--- src/rtl/ifm_load_ctrl_pkg.sv ---
// Shared definitions for IFM row-buffer bank controllers: state encoding,
// element width and row-index sizing.
package ifm_ctrl_pkg;

  typedef enum logic [1:0] {
    IDLE = 2'd0,
    LOAD = 2'd1,
    HOLD = 2'd2
  } state_t;

  localparam int IFM_DATA_W = 8;

  // A single-row bank still needs a one-bit index.
  function automatic int row_idx_w(input int rows);
    return (rows > 1) ? $clog2(rows) : 1;
  endfunction

endpackage

--- src/rtl/ifm_load_ctrl_if.sv ---
// Source stream plus row-buffer bank signals seen by the IFM load controller.
interface ifm_load_ctrl_if
  import ifm_ctrl_pkg::*;
#(
  parameter int COL  = 8,
  parameter int ROWS = 4
);
  logic                      src_valid;
  logic [COL*IFM_DATA_W-1:0] src_data;
  logic                      src_ready;
  logic [COL*IFM_DATA_W-1:0] ifm_in;
  logic [ROWS-1:0]           ifm_read;
  logic                      grp_full;
  logic                      grp_release;

  modport master (
    input  src_valid, src_data, grp_release,
    output src_ready, ifm_in, ifm_read, grp_full
  );

  modport slave (
    output src_valid, src_data, grp_release,
    input  src_ready, ifm_in, ifm_read, grp_full
  );
endinterface

--- src/rtl/ifm_row_dec.sv ---
// Binary row index plus fire qualifier to one-hot row-buffer load strobe.
module ifm_row_dec
  import ifm_ctrl_pkg::*;
#(
  parameter int ROWS = 4,
  parameter int RW   = row_idx_w(ROWS)
) (
  input  logic [RW-1:0]   row_idx_i,
  input  logic            fire_i,
  output logic [ROWS-1:0] read_o
);
  always_comb begin
    read_o = '0;
    for (int r = 0; r < ROWS; r++) begin
      read_o[r] = fire_i && (row_idx_i == RW'(r));
    end
  end
endmodule

--- src/rtl/ifm_load_ctrl.sv ---
// Loads ROWS row buffers per group from a valid/ready stream, holds the bank
// until released, repeats for num_groups. Optional IFM_LOAD_CTRL_PERF_EN adds stall_cycles.
module ifm_load_ctrl
  import ifm_ctrl_pkg::*;
#(
  parameter int COL    = 8,
  parameter int ROWS   = 4,
  parameter int TILE_W = 16
) (
  input  logic              clk,
  input  logic              rst,
  input  logic              start,
  input  logic [TILE_W-1:0] num_groups,
  ifm_load_ctrl_if.master   bus,
  output logic              busy,
`ifdef IFM_LOAD_CTRL_PERF_EN
  output logic [31:0]       stall_cycles,
`endif
  output logic              done
);
  localparam int RW = row_idx_w(ROWS);

  state_t            state_q, state_d;
  logic [RW-1:0]     row_q, row_d;
  logic [TILE_W-1:0] grp_q, grp_d;
  logic [TILE_W-1:0] cnt_q, cnt_d;
  logic              done_q, done_d;
  logic              fire, last_row, last_grp, start_acc;

  assign fire      = (state_q == LOAD) && bus.src_valid;
  assign last_row  = (row_q == RW'(ROWS - 1));
  // cnt_q is never 0 outside IDLE, so cnt_q-1 cannot wrap here.
  assign last_grp  = (grp_q == (cnt_q - TILE_W'(1)));
  assign start_acc = (state_q == IDLE) && start;

  always_ff @(posedge clk or posedge rst) begin
    if (rst) begin
      state_q <= IDLE;
      row_q   <= '0;
      grp_q   <= '0;
      cnt_q   <= '0;
      done_q  <= 1'b0;
    end else begin
      state_q <= state_d;
      row_q   <= row_d;
      grp_q   <= grp_d;
      cnt_q   <= cnt_d;
      done_q  <= done_d;
    end
  end

  always_comb begin
    state_d = state_q;
    row_d   = row_q;
    grp_d   = grp_q;
    cnt_d   = cnt_q;
    done_d  = 1'b0;
    case (state_q)
      IDLE: begin
        if (start) begin
          cnt_d = num_groups;
          row_d = '0;
          grp_d = '0;
          if (num_groups != '0) state_d = LOAD;
          else                  done_d  = 1'b1;
        end
      end
      LOAD: begin
        if (fire) begin
          if (last_row) begin
            row_d   = '0;
            state_d = HOLD;
          end else begin
            row_d = row_q + RW'(1);
          end
        end
      end
      HOLD: begin
        if (bus.grp_release) begin
          if (last_grp) begin
            state_d = IDLE;
            done_d  = 1'b1;
          end else begin
            grp_d   = grp_q + TILE_W'(1);
            state_d = LOAD;
          end
        end
      end
      default: state_d = IDLE;
    endcase
  end

  ifm_row_dec #(.ROWS(ROWS), .RW(RW)) u_row_dec (
    .row_idx_i (row_q),
    .fire_i    (fire),
    .read_o    (bus.ifm_read)
  );

  assign bus.src_ready = (state_q == LOAD);
  assign bus.grp_full  = (state_q == HOLD);
  assign bus.ifm_in    = bus.src_data;
  assign busy          = (state_q != IDLE);
  assign done          = done_q;

`ifdef IFM_LOAD_CTRL_PERF_EN
  logic [31:0] stall_q, stall_d;

  always_comb begin
    stall_d = stall_q;
    if (start_acc) begin
      stall_d = '0;
    end else if ((state_q == LOAD) && !bus.src_valid && (stall_q != '1)) begin
      stall_d = stall_q + 32'd1;
    end
  end

  always_ff @(posedge clk or posedge rst) begin
    if (rst) stall_q <= '0;
    else     stall_q <= stall_d;
  end

  assign stall_cycles = stall_q;
`else
  logic unused_start_acc;
  assign unused_start_acc = start_acc;
`endif
endmodule

--- src/flat_wrapper.sv ---
// flat-port wrapper written by rule: the top's interface ports become plain ports
module ifm_load_ctrl_flat import ifm_ctrl_pkg::*;
#(
  parameter int COL    = 8,
  parameter int ROWS   = 4,
  parameter int TILE_W = 16
)
  (clk, rst, start, num_groups, busy, done, bus_src_valid, bus_src_data, bus_grp_release, bus_src_ready, bus_ifm_in, bus_ifm_read, bus_grp_full);
  ifm_load_ctrl_if #(.COL(COL), .ROWS(ROWS)) bus_i ();
  input  logic clk;
  input  logic rst;
  input  logic start;
  input  logic [TILE_W-1:0] num_groups;
  output logic busy;
  output logic done;
  input wire logic [$bits(bus_i.src_valid)-1:0] bus_src_valid;
  input wire logic [$bits(bus_i.src_data)-1:0] bus_src_data;
  input wire logic [$bits(bus_i.grp_release)-1:0] bus_grp_release;
  output wire logic [$bits(bus_i.src_ready)-1:0] bus_src_ready;
  output wire logic [$bits(bus_i.ifm_in)-1:0] bus_ifm_in;
  output wire logic [$bits(bus_i.ifm_read)-1:0] bus_ifm_read;
  output wire logic [$bits(bus_i.grp_full)-1:0] bus_grp_full;
  assign bus_i.src_valid = bus_src_valid;
  assign bus_i.src_data = bus_src_data;
  assign bus_i.grp_release = bus_grp_release;
  assign bus_src_ready = bus_i.src_ready;
  assign bus_ifm_in = bus_i.ifm_in;
  assign bus_ifm_read = bus_i.ifm_read;
  assign bus_grp_full = bus_i.grp_full;
  ifm_load_ctrl #(.COL(COL), .ROWS(ROWS), .TILE_W(TILE_W)) u_core (.clk(clk), .rst(rst), .start(start), .num_groups(num_groups), .bus(bus_i), .busy(busy), .done(done));
endmodule
--- config.mk ---
export PLATFORM = sky130hd
export DESIGN_NAME = ifm_load_ctrl_flat
export DESIGN_NICKNAME = d
export VERILOG_FILES = /design/src/rtl/ifm_load_ctrl_pkg.sv /design/src/rtl/ifm_load_ctrl_if.sv /design/src/rtl/ifm_row_dec.sv /design/src/rtl/ifm_load_ctrl.sv /design/src/flat_wrapper.sv
export SDC_FILE = /design/constraint.sdc
export NUM_CORES = 1
export LEC_CHECK = 0
export ABC_AREA = 1
export CAP_MARGIN = 20
export CORE_AREA = 4 4 92 94
export CTS_CLUSTER_SIZE = 30
export DETAILED_ROUTE_END_ITERATION = 8
export DIE_AREA = 0 0 96 98
export PLACE_DENSITY = 0.87
export SKIP_LAST_GASP = 1
export SLEW_MARGIN = 40
export SYNTH_ARGS = -nofsm -noshare
export SYNTH_HDL_FRONTEND = slang
export SYNTH_HIERARCHICAL = 1
export SYNTH_SLANG_ARGS = --single-unit
--- constraint.sdc ---
create_clock -name clk -period 2.4 [get_ports clk]
set_clock_uncertainty 0.15 [all_clocks]
set_input_delay 0.48 -clock clk [delete_from_list [all_inputs] [get_ports clk]]
set_output_delay 0.48 -clock clk [all_outputs]
set_load 0.02 [all_outputs]
==> flow_results.xml <==
<?xml version="1.0" encoding="UTF-8"?>
<metrics>
  <group name="synthesis">
    <metric name="synth_fp_nets" unit="">524</metric>
    <metric name="synth_cell_type_count" unit="">27</metric>
    <metric name="synth-seq-area-share" unit="%">30.4</metric>
    <metric name="synth.cell_area" unit="mm2">0.00304</metric>
    <metric name="synth_top_area_share" unit="%">30.4</metric>
    <metric name="synth_area_leaders" unit="">sky130_fd_sc_hd__dfrtp_1 (30%), sky130_fd_sc_hd__buf_4 (16%), sky130_fd_sc_hd__nand2_1 (14%)</metric>
    <metric name="synth.ff_latch_count" unit="">37</metric>
    <metric name="postSynthCellCount" unit="">436</metric>
    <metric name="postSynthAreaPerCell" unit="um2">6.98</metric>
    <metric name="synth_warnings" unit="">6</metric>
    <metric name="yosys.area.top_type" unit="">sky130_fd_sc_hd__dfrtp_1</metric>
  </group>
  <group name="worst_setup_path">
    <metric name="worst_r2r_endpoint" unit="">u_core/grp_q[8]</metric>
    <metric name="worst-setup-path-type" unit="">flop to output port</metric>
    <metric name="cp_max_fo" unit="">5</metric>
    <metric name="worst-endpoint-required" unit="ns">1.77</metric>
    <metric name="endpoint_kind" unit="">output port</metric>
    <metric name="wp_data_arrival" unit="ns">1.72</metric>
    <metric name="r2r-start" unit="">u_core/cnt_q[1]</metric>
    <metric name="cp_launch_type" unit="">flop</metric>
    <metric name="rrSetupSlack" unit="ns">0.09</metric>
    <metric name="worstRegToRegCells" unit="">13</metric>
  </group>
  <group name="timing">
    <metric name="timing.final.setup_violations" unit="">0</metric>
    <metric name="grt_setup_unrepaired" unit="">true</metric>
    <metric name="finalCriticalPeriod" unit="ns">2.35</metric>
    <metric name="hold_ws" unit="ns">0.400</metric>
    <metric name="finalHoldViolations" unit="">0</metric>
    <metric name="worst_slew_margin_rel" unit="%">68.5</metric>
    <metric name="maxSlewViolCount" unit="">0</metric>
    <metric name="maximum_clock_rate" unit="MHz">425</metric>
    <metric name="fin_ws" unit="ns">0.0464</metric>
    <metric name="transition_time_at_the_pin_with_the_least_slew_margin" unit="ns">0.473</metric>
    <metric name="min_period_over_period" unit="%">98.1</metric>
    <metric name="post_route_setup_tns" unit="ns">0</metric>
  </group>
  <group name="clock_network">
    <metric name="clk_pin_slew" unit="ns">0.07</metric>
    <metric name="tritoncts" unit="">done</metric>
    <metric name="cts-root-buf" unit="">sky130_fd_sc_hd__clkbuf_8</metric>
    <metric name="post_cts_hold_buffer_count" unit="">0</metric>
    <metric name="cts_sinks" unit="">37</metric>
    <metric name="latest_clock_arrival_within_the_worst_skew_pair" unit="ns">0.28</metric>
    <metric name="cts_max_path_buffers" unit="">2</metric>
    <metric name="h-tree-depth" unit="">2</metric>
    <metric name="cts_made_buffers" unit="">5</metric>
  </group>
  <group name="pwr">
    <metric name="clock_group_share_of_total_power" unit="%">15.9</metric>
    <metric name="p_sw_share" unit="%">43.0</metric>
    <metric name="ir_worst_vdd" unit="V">0.000299</metric>
    <metric name="combinationalPowerShare" unit="%">45.6</metric>
    <metric name="internal_power" unit="W">0.00147</metric>
    <metric name="power.density" unit="mW/mm2">803</metric>
    <metric name="overall_power_after_layout" unit="W">0.00259</metric>
    <metric name="leakage" unit="nW">1.49</metric>
    <metric name="switching_power" unit="W">0.00111</metric>
    <metric name="share_seq_of_total_power" unit="%">38.5</metric>
  </group>
  <group name="routing">
    <metric name="viasPerCell" unit="">4.99</metric>
    <metric name="detail_route.wirelength" unit="um">6840</metric>
    <metric name="drc" unit="">0</metric>
    <metric name="drt-initial-drc-count" unit="">153</metric>
    <metric name="drtPass1Iterations" unit="">4</metric>
    <metric name="final_antenna_net_count" unit="">0</metric>
    <metric name="wire_per_inst" unit="um">13.1</metric>
    <metric name="route.vias.total" unit="">2607</metric>
  </group>
  <group name="floorplan">
    <metric name="die_h" unit="um">98</metric>
    <metric name="top_level_ports" unit="">157</metric>
    <metric name="fp.coreArea" unit="mm2">0.00765</metric>
    <metric name="dieArea" unit="mm2">0.00941</metric>
    <metric name="chipWidth" unit="um">96</metric>
    <metric name="start_util" unit="%">39.8</metric>
    <metric name="placementRows" unit="">32</metric>
  </group>
  <group name="layout">
    <metric name="layout.cells.most_common" unit="">sky130_fd_sc_hd__nand2_1</metric>
    <metric name="finish.utilization" unit="%">42.1</metric>
    <metric name="area_delta_synth_final" unit="%">5.92</metric>
    <metric name="layout.nets" unit="">507</metric>
    <metric name="share_of_post_route_cells_with_drive_strength_above_1" unit="%">12.1</metric>
    <metric name="most-common-layout-cells" unit="">sky130_fd_sc_hd__nand2_1 (110), sky130_fd_sc_hd__nor2_1 (61), sky130_fd_sc_hd__nand3_1 (37), sky130_fd_sc_hd__dfrtp_1 (36), sky130_fd_sc_hd__inv_1 (33)</metric>
    <metric name="antenna-diode-count" unit="">0</metric>
    <metric name="fill_cells" unit="">726</metric>
  </group>
  <group name="global_routing">
    <metric name="grt_pass1_vias" unit="">2635</metric>
    <metric name="track_usage" unit="%">14.4</metric>
    <metric name="wire_length_of_the_first_global_routing_pass" unit="um">11100</metric>
    <metric name="grt_antenna_before_repair" unit="">0</metric>
    <metric name="gr-total-overflow" unit="">0</metric>
    <metric name="grt_max_degree" unit="">38</metric>
  </group>
  <group name="min_path">
    <metric name="hold_end" unit="">u_core/cnt_q[15]</metric>
    <metric name="holdPathStages" unit="">1</metric>
    <metric name="hold_path.startpoint" unit="">u_core/cnt_q[15]</metric>
    <metric name="hold_class" unit="">flop to flop</metric>
  </group>
  <group name="placed_design">
    <metric name="finalWeightedCongestion" unit="">0.892</metric>
    <metric name="preCtsSetupSlack" unit="ns">-0.204</metric>
    <metric name="numPortBuffers" unit="">28</metric>
    <metric name="place.detailed.hpwl" unit="um">5260</metric>
  </group>
  <group name="status">
    <metric name="run_status" unit="">complete, no violations</metric>
  </group>
  <group name="job">
    <metric name="maxCapViolations" unit="">0</metric>
  </group>
</metrics>
## sequential cells by signal (all words and copies together) (netlist names)
| register | count |
|---|---|
| u_core/cnt_q | 16 |
| u_core/done | 1 |
| u_core/grp_q | 16 |
| u_core/row_q | 2 |
| u_core/state_q | 2 |
## what timing repair did
action                     CTS  global route
pin swaps                    0             5
hold endpoints to repair     0             0
gates cloned                 0             1
buffers inserted             0             3
setup endpoints to repair    4            17
resized for setup            4            16
## per-stage QoR
| step | instances | cell area [um2] |
|---|---|---|
| 4_1_cts | 518 | 3120 |
| 5_1_grt | 522 | 3220 |
| 2_1_floorplan | 436 | 3040 |
| 3_5_place_dp | 510 | 3050 |
| 6_report | 522 | 3220 |
| 3_3_place_gp | 510 | 3050 |
## worst max path at each step
| stage | start | endpoint | slack (ns) | depth (start not counted) |
|---|---|---|---|---|
| after floorplan | u_core/cnt_q[0] | u_core/grp_q[10] | 0.28 | 14 |
| after global placement | bus_src_valid | bus_ifm_read[3] | -0.11 | 6 |
| after detailed placement | bus_src_valid | bus_ifm_read[0] | -0.20 | 6 |
| after CTS | u_core/cnt_q[0] | u_core/grp_q[8] | 0.02 | 14 |
| after global routing | u_core/state_q[1] | bus_src_ready | -0.04 | 4 |
| final | u_core/state_q[1] | bus_src_ready | 0.05 | 4 |
## metal layers
metal	share of wire (%)	vias up	GRT usage, %
li1	-	1274	-
met1	38	1227	14.9
met2	52	73	25.6
met3	5.5	33	2.85
met4	4.3	0	9.30
met5	0	-	0
## power groups by stage
stage	logic [W]	clock network [W]	registers, W
2_1_floorplan	0.000966	0	0.000940
3_3_place_gp	0.00107	0	0.000986
3_5_place_dp	0.00112	0	0.000999
4_1_cts	0.00112	0.000423	0.000987
5_1_grt	0.00132	0.000456	0.00103
6_report	0.00118	0.000412	0.000997
## cell families after synthesis
| logic type | count (synthesis) | synth area share, % |
|---|---|---|
| adders and majority gates | 3 | 1.23 |
| muxes | 7 | 2.59 |
| DFF | 37 | 30.4 |
| xor gates and xnor gates | 26 | 7.49 |
| buffers and inverters | 105 | 21.2 |
| AOI/OAI and AO/OA | 20 | 3.29 |
| and+or+nand+nor | 238 | 33.8 |
## synth_stat cells, drive strengths merged
master	number
nand3	37
or2	1
mux2	7
nand2	114
ha	3
nand4	3
nor3	4
xor2	16
nor4	5
dfrtp	37
nor2	70
a21oi	10
clkinv	1
buf	66
inv	33
o21ai	10
xnor2	10
nand3b	4
clkbuf	5
## area by class of cell
cell class              instances  area (um2)  area share, %
clock buffers                   6        72.6           2.25
inverters                      34         128           3.96
flip-flops and latches         37         927           28.8
multi-input cells             295        1540           47.9
repair buffers                 46         413           12.8
clock inverters                 2        10.0          0.311
well taps                     102         128           3.96
## critical path, stage by stage, from the launching register on
cell,delay (ns)
sky130_fd_sc_hd__dfrtp_1,0.47
sky130_fd_sc_hd__inv_1,0.12
sky130_fd_sc_hd__nand2_1,0.11
sky130_fd_sc_hd__inv_1,0.12
sky130_fd_sc_hd__clkdlybuf4s50_1,0.62
No activity file was read; power rests on OpenSTA's default activity.
